## src/rtl/ctrl_pkg.sv

```systemverilog
// Shared encodings and the per-instruction control bundle for the
// decode-to-writeback control pipeline.
package ctrl_pkg;

   localparam int unsigned REG_ADDR_W = 5;

   typedef enum logic [1:0] {
      ALUOP_LDST = 2'b00,
      ALUOP_BR   = 2'b01,
      ALUOP_R    = 2'b10,
      ALUOP_I    = 2'b11
   } alu_op_e;

   typedef enum logic [1:0] {
      FWD_RF  = 2'b00,
      FWD_WB  = 2'b01,
      FWD_MEM = 2'b10
   } fwd_sel_e;

   typedef struct packed {
      logic    Branch;
      logic    MemtoReg;
      alu_op_e ALUOp;
      logic    MemWrite;
      logic    MemRead;
      logic    ALUSrc;
      logic    RegWrite;
   } ctrl_bundle_t;

   // The younger producer (EX/MEM) wins over the older one (MEM/WB).
   function automatic fwd_sel_e fwd_pick(input logic mem_hit, input logic wb_hit);
      fwd_sel_e sel;
      sel = FWD_RF;
      if (mem_hit) begin
         sel = FWD_MEM;
      end else if (wb_hit) begin
         sel = FWD_WB;
      end
      return sel;
   endfunction

endpackage

```

## src/rtl/forward_unit.sv

```systemverilog
// EX-stage operand-forwarding selection; purely combinational.
module forward_unit
   import ctrl_pkg::*;
#(
   parameter int unsigned ADDR_W = 5
) (
   input  logic [ADDR_W-1:0] exmem_rd,
   input  logic              exmem_reg_write,
   input  logic [ADDR_W-1:0] memwb_rd,
   input  logic              memwb_reg_write,
   input  logic [ADDR_W-1:0] idex_rs1,
   input  logic [ADDR_W-1:0] idex_rs2,
   output fwd_sel_e          forward_a,
   output fwd_sel_e          forward_b
);

   // RegWrite is already masked for rd = 0, so x0 can never match here.
   always_comb begin
      forward_a = fwd_pick(exmem_reg_write && (exmem_rd == idex_rs1),
                           memwb_reg_write && (memwb_rd == idex_rs1));
      forward_b = fwd_pick(exmem_reg_write && (exmem_rd == idex_rs2),
                           memwb_reg_write && (memwb_rd == idex_rs2));
   end

endmodule

```

## src/rtl/ctrl_pipeline.sv

```systemverilog
// Control path from ID through WB: pipeline registers, load-use hazard
// detection with bubble insertion, and EX operand-forwarding selection.
module ctrl_pipeline #(
   parameter int unsigned REG_ADDR_W = 5,
   parameter bit          FWD_EN     = 1'b1
) (
   input  logic                  clk_i,
   input  logic                  rst_i,
   input  logic                  Branch_i,
   input  logic                  MemtoReg_i,
   input  logic [1:0]            ALUOp_i,
   input  logic                  MemWrite_i,
   input  logic                  ALUSrc_i,
   input  logic                  RegWrite_i,
   input  logic [REG_ADDR_W-1:0] rs1_i,
   input  logic [REG_ADDR_W-1:0] rs2_i,
   input  logic [REG_ADDR_W-1:0] rd_i,
   input  logic                  flush_i,
   output logic                  stall_o,
   output logic [1:0]            ex_ALUOp_o,
   output logic                  ex_ALUSrc_o,
   output logic [1:0]            ForwardA_o,
   output logic [1:0]            ForwardB_o,
   output logic                  mem_MemWrite_o,
   output logic                  mem_MemRead_o,
   output logic                  wb_MemtoReg_o,
   output logic                  wb_RegWrite_o,
   output logic [REG_ADDR_W-1:0] wb_rd_o
);

   import ctrl_pkg::*;

   ctrl_bundle_t          id_ctrl;
   ctrl_bundle_t          idex_ctrl;
   logic [REG_ADDR_W-1:0] idex_rs1;
   logic [REG_ADDR_W-1:0] idex_rs2;
   logic [REG_ADDR_W-1:0] idex_rd;

   logic                  exmem_mem_write;
   logic                  exmem_mem_read;
   logic                  exmem_memto_reg;
   logic                  exmem_reg_write;
   logic [REG_ADDR_W-1:0] exmem_rd;

   logic                  memwb_memto_reg;
   logic                  memwb_reg_write;
   logic [REG_ADDR_W-1:0] memwb_rd;

   logic                  hazard;
   logic                  bubble;
   logic                  unused_branch;

   always_comb begin
      id_ctrl          = '0;
      id_ctrl.Branch   = Branch_i;
      id_ctrl.MemtoReg = MemtoReg_i;
      id_ctrl.ALUOp    = alu_op_e'(ALUOp_i);
      id_ctrl.MemWrite = MemWrite_i;
      id_ctrl.MemRead  = MemtoReg_i & RegWrite_i;
      id_ctrl.ALUSrc   = ALUSrc_i;
      id_ctrl.RegWrite = RegWrite_i & (rd_i != '0);
   end

   // Both sources are compared regardless of instruction format; a flush
   // overrides the stall so the wrong-path instruction is never held.
   always_comb begin
      hazard  = idex_ctrl.MemRead && (idex_rd != '0) &&
                ((idex_rd == rs1_i) || (idex_rd == rs2_i));
      stall_o = hazard && !flush_i;
      bubble  = stall_o || flush_i;
   end

   always_ff @(posedge clk_i or posedge rst_i) begin
      if (rst_i) begin
         idex_ctrl <= '0;
         idex_rs1  <= '0;
         idex_rs2  <= '0;
         idex_rd   <= '0;
      end else if (bubble) begin
         idex_ctrl <= '0;
         idex_rs1  <= '0;
         idex_rs2  <= '0;
         idex_rd   <= '0;
      end else begin
         idex_ctrl <= id_ctrl;
         idex_rs1  <= rs1_i;
         idex_rs2  <= rs2_i;
         idex_rd   <= rd_i;
      end
   end

   always_ff @(posedge clk_i or posedge rst_i) begin
      if (rst_i) begin
         exmem_mem_write <= 1'b0;
         exmem_mem_read  <= 1'b0;
         exmem_memto_reg <= 1'b0;
         exmem_reg_write <= 1'b0;
         exmem_rd        <= '0;
      end else begin
         exmem_mem_write <= idex_ctrl.MemWrite;
         exmem_mem_read  <= idex_ctrl.MemRead;
         exmem_memto_reg <= idex_ctrl.MemtoReg;
         exmem_reg_write <= idex_ctrl.RegWrite;
         exmem_rd        <= idex_rd;
      end
   end

   always_ff @(posedge clk_i or posedge rst_i) begin
      if (rst_i) begin
         memwb_memto_reg <= 1'b0;
         memwb_reg_write <= 1'b0;
         memwb_rd        <= '0;
      end else begin
         memwb_memto_reg <= exmem_memto_reg;
         memwb_reg_write <= exmem_reg_write;
         memwb_rd        <= exmem_rd;
      end
   end

   // Branch is resolved in ID; it is registered only so a bubble clears it.
   assign unused_branch = idex_ctrl.Branch;

   assign ex_ALUOp_o     = idex_ctrl.ALUOp;
   assign ex_ALUSrc_o    = idex_ctrl.ALUSrc;
   assign mem_MemWrite_o = exmem_mem_write;
   assign mem_MemRead_o  = exmem_mem_read;
   assign wb_MemtoReg_o  = memwb_memto_reg;
   assign wb_RegWrite_o  = memwb_reg_write;
   assign wb_rd_o        = memwb_rd;

   if (FWD_EN) begin : g_fwd
      fwd_sel_e fwd_a;
      fwd_sel_e fwd_b;

      forward_unit #(
         .ADDR_W(REG_ADDR_W)
      ) u_forward_unit (
         .exmem_rd        (exmem_rd),
         .exmem_reg_write (exmem_reg_write),
         .memwb_rd        (memwb_rd),
         .memwb_reg_write (memwb_reg_write),
         .idex_rs1        (idex_rs1),
         .idex_rs2        (idex_rs2),
         .forward_a       (fwd_a),
         .forward_b       (fwd_b)
      );

      assign ForwardA_o = fwd_a;
      assign ForwardB_o = fwd_b;
   end else begin : g_no_fwd
      assign ForwardA_o = FWD_RF;
      assign ForwardB_o = FWD_RF;
   end

endmodule

```

## config.mk

```make
export PLATFORM = sky130hd
export DESIGN_NAME = ctrl_pipeline
export DESIGN_NICKNAME = d
export VERILOG_FILES = /design/src/rtl/ctrl_pkg.sv /design/src/rtl/forward_unit.sv /design/src/rtl/ctrl_pipeline.sv
export SDC_FILE = /design/constraint.sdc
export NUM_CORES = 1
export LEC_CHECK = 0
export CAP_MARGIN = 20
export CORE_MARGIN = 4
export CORE_UTILIZATION = 30
export DETAILED_ROUTE_END_ITERATION = 8
export GPL_ROUTABILITY_DRIVEN = 0
export GPL_TIMING_DRIVEN = 0
export PLACE_DENSITY = 0.57
export SLEW_MARGIN = 10
export SYNTH_ARGS = -nofsm -noshare
export SYNTH_HDL_FRONTEND = slang
export SYNTH_HIERARCHICAL = 1
export SYNTH_SLANG_ARGS = --single-unit
export TNS_END_PERCENT = 5
```

## constraint.sdc

```tcl
create_clock -name clk_i -period 2.3 [get_ports clk_i]
set_input_delay 0.46 -clock clk_i [delete_from_list [all_inputs] [get_ports clk_i]]
set_output_delay 0.46 -clock clk_i [all_outputs]
set_load 0.02 [all_outputs]
```

Word level (Yosys, flattened, before mapping). Cells that the tools add are included. Widths: inputs -> output; s select.

Register bits: 38. Bits of input ports: 25. Output and inout port bits: 17.

Equality and inequality tests: 6. Muxes and demuxes: 8. Bitwise operators: 2. Reduce and logical (&&, ||, !) cells: 12.

Operator list (number): $eq 5x5->1 (6); $mux 5 (3); $reduce_bool 5->1 (2); $logic_and 1x1->1 (7); $mux 7 (1); $mux 2 (2); $and 1x1->1 (2); $logic_or 1x1->1 (2); $mux 1 (2); $logic_not 1->1 (1).

Longest topological paths before layout.
Word-level depth: 6. Mapped depth: 6.

Cells and area by module. The synthesis kept the hierarchy.

Modules (own cells, without submodules): ctrl_pipeline (times used 1, cells each 88, area an instance 1423.9 um^2); forward_unit (times used 1, cells each 30, area an instance 250.2 um^2).

Worst setup path before layout. Ideal clock, no wire load.

Path type: input port to output port. Start point: input port rs1_i[0]. End point: output port stall_o. Arrival time: 1.494 ns. Required time: 1.840 ns. Path slack: 0.346 ns. Stages: 5. Path buffers: 0. Path through: xor2_1 -> nor3_1 -> nand3_1 -> a21oi_2 -> nor2b_1.

Word-level cells in the longest chain between the ends: 4.

Ends and longest elaborated chain: start, declared (line ctrl_pipeline.sv:15) `input logic [REG_ADDR_W-1:0] rs1_i,`; $eq 5x5->1 (line ctrl_pipeline.sv:68) `((idex_rd == rs1_i) || (idex_rd == rs2_i));`; $logic_or 1x1->1 (line ctrl_pipeline.sv:68); $logic_and 1x1->1 (line ctrl_pipeline.sv:67) `hazard = idex_ctrl.MemRead && (idex_rd != '0) &&`; $logic_and 1x1->1 (line ctrl_pipeline.sv:69) `stall_o = hazard && !flush_i;`; end, declared (line ctrl_pipeline.sv:19) `output logic stall_o,`.

No other way between the ends.

Worst setup path in the final report.
Start point: register idex_rd[1]. End point: output port stall_o.

Word-level cells in the longest chain between the ends: 4. Elaborated cells on any way between the ends: 7. Those cells by class: eq/ne: 2; reduce/logical: 5.

Ends and longest elaborated chain: start, declared (line ctrl_pipeline.sv:37) `logic [REG_ADDR_W-1:0] idex_rd;`; start signal, assigned (line ctrl_pipeline.sv:88) `idex_rd <= rd_i;`; $eq 5x5->1 or $reduce_bool 5->1 (tied branches) (line ctrl_pipeline.sv:68, ctrl_pipeline.sv:67); $logic_or 1x1->1 or $logic_and 1x1->1 (tied branches) (line ctrl_pipeline.sv:68, ctrl_pipeline.sv:67); $logic_and 1x1->1 (*) (line ctrl_pipeline.sv:67); $logic_and 1x1->1 (*) (line ctrl_pipeline.sv:69).

Every way passes the cells marked *; elsewhere a longest branch is shown, timed or not.

==> metrics.yaml <==
fin_crit_ns: 2.20
use_met2_pct: 16.9
grt_pass1_vias: 1091
die_w_um: 82.7
routed_wl_um: 3110
final_cell_mix: "38 x dfrtp_1, 29 x clkdlybuf4s50_1, 19 x nor3b_2"
synth_top_cell_by_area: "dfrtp_1"
seq_power_share_pct: 45.4
cts_hold_buffers: 0
arrival_ns: 1.74
tritoncts: "done"
synthTopCellsByArea: "dfrtp_1 57%, nor3b_2 14%, xnor2_1 8.4%"
cp-start-kind: "flop"
hold_viol: 0
drc: 0
cp-end-kind: "output port"
synth-seq-cells: 38
ir_drop_uv: 247
total_power_mw: 1.61
numCtsBuffers: 5
num-nets-final: 191
p_sw_mw: 0.337
vias_per_cell: 4.20
die_y_um: 82.7
slowest_delay_ns: 0.55
slew_violations: 0
dieArea_mm2: 0.00684
holdWs_ns: 0.349
clkSinkCount: 38
ys_seq_area_share_pct: 56.8
clkTransAtPathRegs_ns: 0.07
synth_top_area_share_pct: 56.8
grt_use_total_pct: 10.1
clkLatencyLatePin_ns: 0.28
htree_num_levels: 2
antenna_left: 0
core-area_mm2: 0.00527
cp_max_fo: 4
busiest_layer: "met2"
cp_data_required_time_ns: 1.84
io_buffers: 40
grtUsageMet1_pct: 12.3
syn_area_mm2: 0.00167
grt_max_degree: 39
antenna_found_initial: 0
slew_headroom_pct: 50.1
path_cells: "or4_1, o21ai_2, a21oi_4, nor2b_4, buf_6"
clock_skew_ns: 0.00355
layout_commonest_cell: "dfrtp_1"
finalSetupViolations: 0
drive_gt1_share_pct: 24.6
yosysWarnings: 6
num_io_pins: 42
grt.overflow.total: 0
period_share_pct: 95.8
pwr-share-clk_pct: 42.3
hold_path_class: "flop to flop"
post-dp-hpwl_um: 2480
met3_usage_pct: 2.28
fill_cells: 513
start_util_pct: 31.8
clock.fmax_ghz: 0.454
drtIter0Drc: 43
synth_cell_types: 23
drtPass1Iterations: 2
critPathKind: "flop to output port"
synth_nets: 143
max-cap-violations: 0
status: "finished, final reports clean"
clk_root_buffer_cell: "clkbuf_8"
area_growth_pct: 39.1
avgRoutedWirePerCell_um: 13.1
power_frac_comb_pct: 12.3
tightestPinTransition_ns: 0.748
num_vias: 995
synth_cells: 118
internal_power_mw: 1.28
power.leakage_nw: 1.03
grt_pass1_wl_um: 5040
cts_buffer_depth: 2
rows: 26
diodes: 0
switching_share_pct: 20.9
slowest_stage: "or4_1"
avgSynthCellArea_um2: 14.2
power_density_mw_per_mm2: 693
-- stage by stage --
step | TNS (ns) | cells | setup slack [ns] | area, um2 | util (%)
5_1_grt | -0.000766 | 237 | -0.000766 | 2330 | 44.2
3_3_place_gp | -0.676 | 228 | -0.676 | 2160 | 41.0
2_1_floorplan | 0 | 118 | 0.346 | 1670 | -
4_1_cts | -0.0365 | 237 | -0.0365 | 2310 | 43.8
6_report | 0 | 237 | 0.0970 | 2330 | 44.2
3_5_place_dp | -0.668 | 228 | -0.668 | 2160 | 41.0
-- what timing repair did --
item,in CTS,in global routing
hold endpoints to repair,0,0
setup endpoints to repair,5,2
setup buffers,1,0
gates resized for setup,13,6
pin swaps,3,3
-- metal layers --
layer	wire length [um]	vias to the layer above
li1	-	493
met1	1330	469
met2	1590	28
met3	144	5
met4	50	0
met5	0	-
-- cell type report --
class | count | area (um2) | area share, %
repair buffers | 41 | 409 | 17.6
inverters | 1 | 3.75 | 0.161
plain buffers | 6 | 45.0 | 1.93
clock inverters | 2 | 60.1 | 2.58
clock buffers | 6 | 82.6 | 3.55
flip-flops and latches | 38 | 951 | 40.8
multi-input cells | 73 | 689 | 29.6
well taps | 70 | 87.6 | 3.76
-- Yosys cell counts --
cell	instances
dfrtp_1	38
nor3b_2	19
xnor2_1	16
xor2_1	14
nand2_1	3
a311oi_1	2
and3_1	2
buf_4	2
buf_6	2
clkbuf_1	2
nand3_1	2
nand4_1	2
nor3_1	2
nor4_2	2
or4_1	2
a21oi_2	1
inv_1	1
nor2_1	1
nor2b_1	1
nor3_2	1
nor3b_1	1
nor4b_2	1
o21ai_2	1
-- power groups by stage --
stage	Sequential, mW	Combinational, mW	Clock (mW)
2_1_floorplan	0.752	0.104	0
3_3_place_gp	0.746	0.203	0
3_5_place_dp	0.747	0.205	0
4_1_cts	0.734	0.203	0.700
5_1_grt	0.739	0.216	0.722
6_report	0.733	0.198	0.682
-- path summary, 6_finish.rpt --
kind / slack (ns) / from / depth (start not counted) / endpoint
max: 0.1 / idex_rd[1]$_DFF_PP0_ / 5 / stall_o
min reg2reg: 0.35 / idex_ctrl[3]$_DFF_PP0_ / 0 / mem_MemWrite_o$_DFF_PP0_
max reg2reg: 0.52 / idex_rd[1]$_DFF_PP0_ / 6 / idex_rs2[1]$_DFF_PP0_
min in group asynchronous: 0.63 / rst_i / 2 / idex_ctrl[3]$_DFF_PP0_
max in group asynchronous: 1.20 / rst_i / 2 / idex_ctrl[6]$_DFF_PP0_
min: 0.35 / idex_ctrl[3]$_DFF_PP0_ / 0 / mem_MemWrite_o$_DFF_PP0_
-- critical path, delay by kind of cell, from the launching register on --
| family | cells | cell delay (ns) |
|---|---|---|
| flops | 1 | 0.43 |
| buf+inv | 1 | 0.13 |
| simple gates | 2 | 0.67 |
| compound gates | 2 | 0.22 |
-- cells by family after synthesis --
kind of cell / share of synthesized area [%]
AO/OA/AOI/OAI: 2.09
XOR/XNOR: 15.7
buffers and inverters: 2.91
flip-flops: 56.8
AND/OR/NAND/NOR: 22.5
Note: power is estimated with default switching activity, not from simulation.
==> RTL edit 1: new RTL, same settings <==
`memwb_rd` no longer has a reset.
--- a/src/rtl/ctrl_pipeline.sv
+++ b/src/rtl/ctrl_pipeline.sv
@@ -111,3 +111,2 @@
          memwb_reg_write <= 1'b0;
-         memwb_rd        <= '0;
       end else begin
@@ -115,4 +114,7 @@
          memwb_reg_write <= exmem_reg_write;
-         memwb_rd        <= exmem_rd;
       end
+   end
+
+   always_ff @(posedge clk_i) begin
+      memwb_rd <= exmem_rd;
    end
Behaviour: differs if rst_i is asserted again (counterexample within 4 cycles, from zero or initial values and one cycle with rst_i high); with rst_i held inactive, the same outputs for 10 cycles.
==> RTL edit 1 against the unedited design <==
- setup slack got worse by 0.0073 ns
- wire length grew 6.3%
- synthesized area shrank 1.5%
- total power increased by 0.91%
- worst hold slack improved by 0.0049 ns
- combinational power grew 6%
- sequential cell count unchanged
- global-route usage increased by 0.85 points
- via count is 2.6% higher
- sequential power about the same
- highest routed layer unchanged
- largest power group unchanged
- cell area is 1.3% higher
- die area down 1.3%
==> RTL edit 1: results (changes against the unedited design) <==
Run status
  – Outcome: completed (unchanged)

Drt
  – Wire length on met3: 174 µm (was 144 µm)
  – TritonRoute pass-1 iters: 3 (was 2)
  – Post-DR wirelength/cell: 13.9 µm (was 13.1 µm)
  – DR vias: 1021 (was 995)
  – DR WL met2: 1780 µm (was 1590 µm)
  – Routed length on met1: 1330 µm (about the same)
  – Routed wire length: 3300 µm (was 3110 µm)
  – Starting DRC count in detailed routing: 22 (was 43)

Clock network
  – Resize count post-CTS: 9 (was 13)
  – Clock Pin Slew Worst Setup and Hold Paths: 0.07 ns (about the same)
  – Post-CTS setup buffer count: 1 (unchanged)
  – CTS buffer count: 5 (unchanged)
  – Longest Clk Path Bufs: 2 (unchanged)
  – H-tree depth: 2 (unchanged)
  – Clk_lat worst skew: 0.29 ns

Synthesis
  – Ys async rst share: 86.8% (was 100%)
  – Most common library cells after synthesis: dfrtp_1 (33), nor3b_2 (19), xnor2_1 (16) (was dfrtp_1 (38), nor3b_2 (19), xnor2_1 (16))
  – Synth warn: 6 (unchanged)
  – Synth Area in XOR/XNOR: 15.9% (was 15.7%)
  – Compound-Gate Fraction of Synth Area: 2.12% (was 2.09%)
  – Post-Syn Nets: 143 (unchanged)
  – Top cells by area, synth: dfrtp_1 (50%), nor3b_2 (14%), xnor2_1 (8.5%) (was dfrtp_1 (57%), nor3b_2 (14%), xnor2_1 (8.4%))
  – Mux cell area share after synthesis: 0% (unchanged)
  – Post-Syn Instances: 118 (unchanged)
  – Post-Synth Adder-Cell Area: 0% (unchanged)
  – Distinct cell type count after synthesis: 24 (was 23)
  – Seq/Total Area, Yosys: 56.1% (was 56.8%)

Worst setup path
  – Worst Path Arrival: 1.75 ns
  – Crit-path slowest cell: or4_1 (unchanged)
  – CP top delay family: simple AND/OR/NAND/NOR gates (unchanged)

Place
  – Placed Area: 2160 µm² (about the same)
  – Dpl ws: -0.631 ns (was -0.668 ns)
  – Dpl hpwl: 2620 µm (was 2480 µm)
  – Port Buffers: 40 (unchanged)
  – Dpl cells: 229 (was 228)

Global route
  – M3 GR Usage: 4.01% (was 2.28%)
  – Met2 usage: 19.9% (was 16.9%)
  – Largest net degree at the start of global routing: 18 (was 39)
  – Global-route wire length before repair: 5400 µm (was 5040 µm)
  – Vias in the first global route: 1178 (was 1091)
  – Initial antenna violation count: 0 (unchanged)
  – GR Layer Usage met1: 11.8% (was 12.3%)
  – All-Layer GR Usage: 11.0% (was 10.1%)
  – GRT Max-Usage Layer: met2 (unchanged)

Finish
  – Layout cells sized above 1: 26.8% (was 24.6%)
  – Fillers: 508 (was 513)
  – Fin nets: 192 (was 191)
  – ANT cells: 0 (unchanged)
  – Final Util: 45.3% (was 44.2%)

STA
  – Worst Skew: 0.00637 ns (was 0.00355 ns)
  – Worst-Margin Slew: 0.704 ns (was 0.748 ns)

Min path
  – Hold Path Class: reg2reg (unchanged)

Power and ir drop
  – Max rail drop VDD: 0.321 mV (was 0.247 mV)
  – LEAKAGE: 0.00104 µW (was 0.00103 µW)
-- RTL edit 1: worst paths after layout --
kind                            cells after the start            start       endpoint  slack (ns)
worst max-delay path                                5       idex_rd[1]        stall_o        0.09
worst min-delay path                                0  exmem_memto_reg  wb_MemtoReg_o        0.35
worst max register to register                      6       idex_rd[1]    idex_rs2[3]        0.53
worst min register to register                      0  exmem_memto_reg  wb_MemtoReg_o        0.35
max in group asynchronous                           3            rst_i    idex_rs1[1]        1.20
min in group asynchronous                           2            rst_i    ex_ALUSrc_o        0.59
-- RTL edit 1: layout make-up --
type,instances,share of cell area (%)
clock inverters,2,2.55
inverters,1,0.159
multi-input cells,73,30.1
clock buffers,6,3.50
flip-flops and latches,38,39.2
plain buffers,6,1.91
repair buffers,42,18.9
well taps,70,3.71
-- RTL edit 1: where the power goes --
group          switching [µW]  internal [µW]
Combinational            91.5            118
Sequential               30.9            702
Clock                     223            462
Total                     345           1280
==> RTL edit 2: new RTL, config.mk and constraints unchanged <==
Made on the original files. `REG_ADDR_W` is set to 5 in 2 places; all go to 4.
--- a/src/rtl/ctrl_pkg.sv
+++ b/src/rtl/ctrl_pkg.sv
@@ -4,3 +4,3 @@
 
-   localparam int unsigned REG_ADDR_W = 5;
+   localparam int unsigned REG_ADDR_W = 4;
 
--- a/src/rtl/ctrl_pipeline.sv
+++ b/src/rtl/ctrl_pipeline.sv
@@ -3,3 +3,3 @@
 module ctrl_pipeline #(
-   parameter int unsigned REG_ADDR_W = 5,
+   parameter int unsigned REG_ADDR_W = 4,
    parameter bit          FWD_EN     = 1'b1
Interface: changed (resized rd_i, rs1_i, rs2_i and wb_rd_o); port bits go from 42 to 38. No check against the original RTL was run, so the function may have changed too.
==> RTL edit 2 against the unedited design <==
- synthesized area is 14% lower
- sequential cell count is 5 lower
- total power shrank 15%
- via count fell by 8.5%
- core utilization fell by 0.74 points
- setup slack improved by 0.031 ns
- cell area down 12%
- wire length decreased by 9.9%
- synthesized cell count shrank 11%
- largest power group unchanged
==> RTL edit 2: results (changes against the unedited design) <==
Power and ir drop
  – Power share of the combinational group: 13.0% (was 12.3%)
  – Sequential power share: 46.6% (was 45.4%)
  – Pint: 1060 µW (was 1280 µW)
  – Max rail drop VDD: 0.515 mV (was 0.247 mV)

Synthesis
  – Seq/Total Area, Yosys: 57.0% (was 56.8%)
  – Top cells by area, synth: dfrtp_1 (57%), nor3b_2 (15%), xnor2_1 (6.7%) (was dfrtp_1 (57%), nor3b_2 (14%), xnor2_1 (8.4%))
  – Mean Syn Cell Area: 13.8 µm² (was 14.2 µm²)
  – Most common library cells after synthesis: dfrtp_1 (33), nor3b_2 (17), xnor2_1 (11) (was dfrtp_1 (38), nor3b_2 (19), xnor2_1 (16))
  – Distinct cell type count after synthesis: 25 (was 23)
  – Post-Syn Nets: 127 (was 143)

Finish
  – ANT cells: 0 (unchanged)
  – Post-route insts no fill: 205 (was 237)
  – Fin nets: 172 (was 191)
  – Layout cells sized above 1: 24.5% (was 24.6%)

Drt
  – Post-DR wirelength/cell: 13.7 µm (was 13.1 µm)
  – DR vias: 910 (was 995)
  – Starting DRC count in detailed routing: 31 (was 43)

Global route
  – Vias in the first global route: 1031 (was 1091)
  – Largest net degree at the start of global routing: 19 (was 39)
  – All-Layer GR Usage: 10.2% (was 10.1%)
  – Global-route wire length before repair: 4750 µm (was 5040 µm)

Run status
  – Outcome: completed (unchanged)

Worst setup path
  – Critical path fanouts, max: 3 (was 4)
  – Crit path launch: exmem_rd[2] (was idex_rd[1])

Place
  – Dpl ws: -0.565 ns (was -0.668 ns)
  – Dpl cells: 195 (was 228)
  – Port Buffers: 35 (was 40)

STA
  – Slew margin rel.: 55.3% (was 50.1%)
  – Worst Skew: 0.00309 ns (was 0.00355 ns)
[RTL edit 2: metrics by stage]
stage                     cell area (µm²)  total power [µW]  hold WS, ns
final                                2040              1360        0.350
after global routing                 2040              1430        0.359
after CTS                            2010              1390        0.351
after detailed placement             1890               831        0.337
after global placement               1870               822        0.334
after floorplan                      1450               742        0.331
[RTL edit 2: kinds of logic after synthesis]
family	Yosys count	synth area share (%)
DFF	33	57.0
buffers and inverters	10	4.15
and+or+nand+nor	35	22.5
AOI/OAI and AO/OA	9	5.45
xor gates and xnor gates	18	10.9
[RTL edit 2: critical path: stages (launching register included)]
cell	delay [ns]
dfrtp_1	0.41
xor2_1	0.17
a2111o_1	0.36
nor3_2	0.14
nor2_1	0.07
clkdlybuf4s15_1	0.28
[RTL edit 2: worst max-delay path by stage]
stage                          endpoint  slack (ns)  cells past startpoint
after global routing      ForwardB_o[0]       -0.03                      5
after global placement          stall_o       -0.54                      7
after floorplan           ForwardB_o[0]        0.43                      4
final                     ForwardB_o[0]        0.13                      5
after CTS                       stall_o       0.003                      7
after detailed placement        stall_o       -0.57                      7
[RTL edit 2: final cells by class]
type                            count  area, µm²
Fill cell                         449       2650
Inverter                            4       15.0
Sequential cell                    33        826
Multi-Input combinational cell     62        562
Buffer                              6       45.0
Tap cell                           54       67.6
Clock buffer                        7       86.3
Timing Repair Buffer               38        407
Clock inverter                      1       30.0
[RTL edit 2: per-layer routing]
layer,global-route usage (%),vias up,routed length (µm)
met5,0,-,0
met4,4.80,0,53
met3,4.18,7,174
met2,16.4,25,1410
met1,11.6,431,1160
li1,-,447,-
[RTL edit 2: repair_timing]
action	CTS	global route
setup buffers	1	1
pin swaps	4	2
resized for setup	10	9
endpoints found under the setup margin	5	3
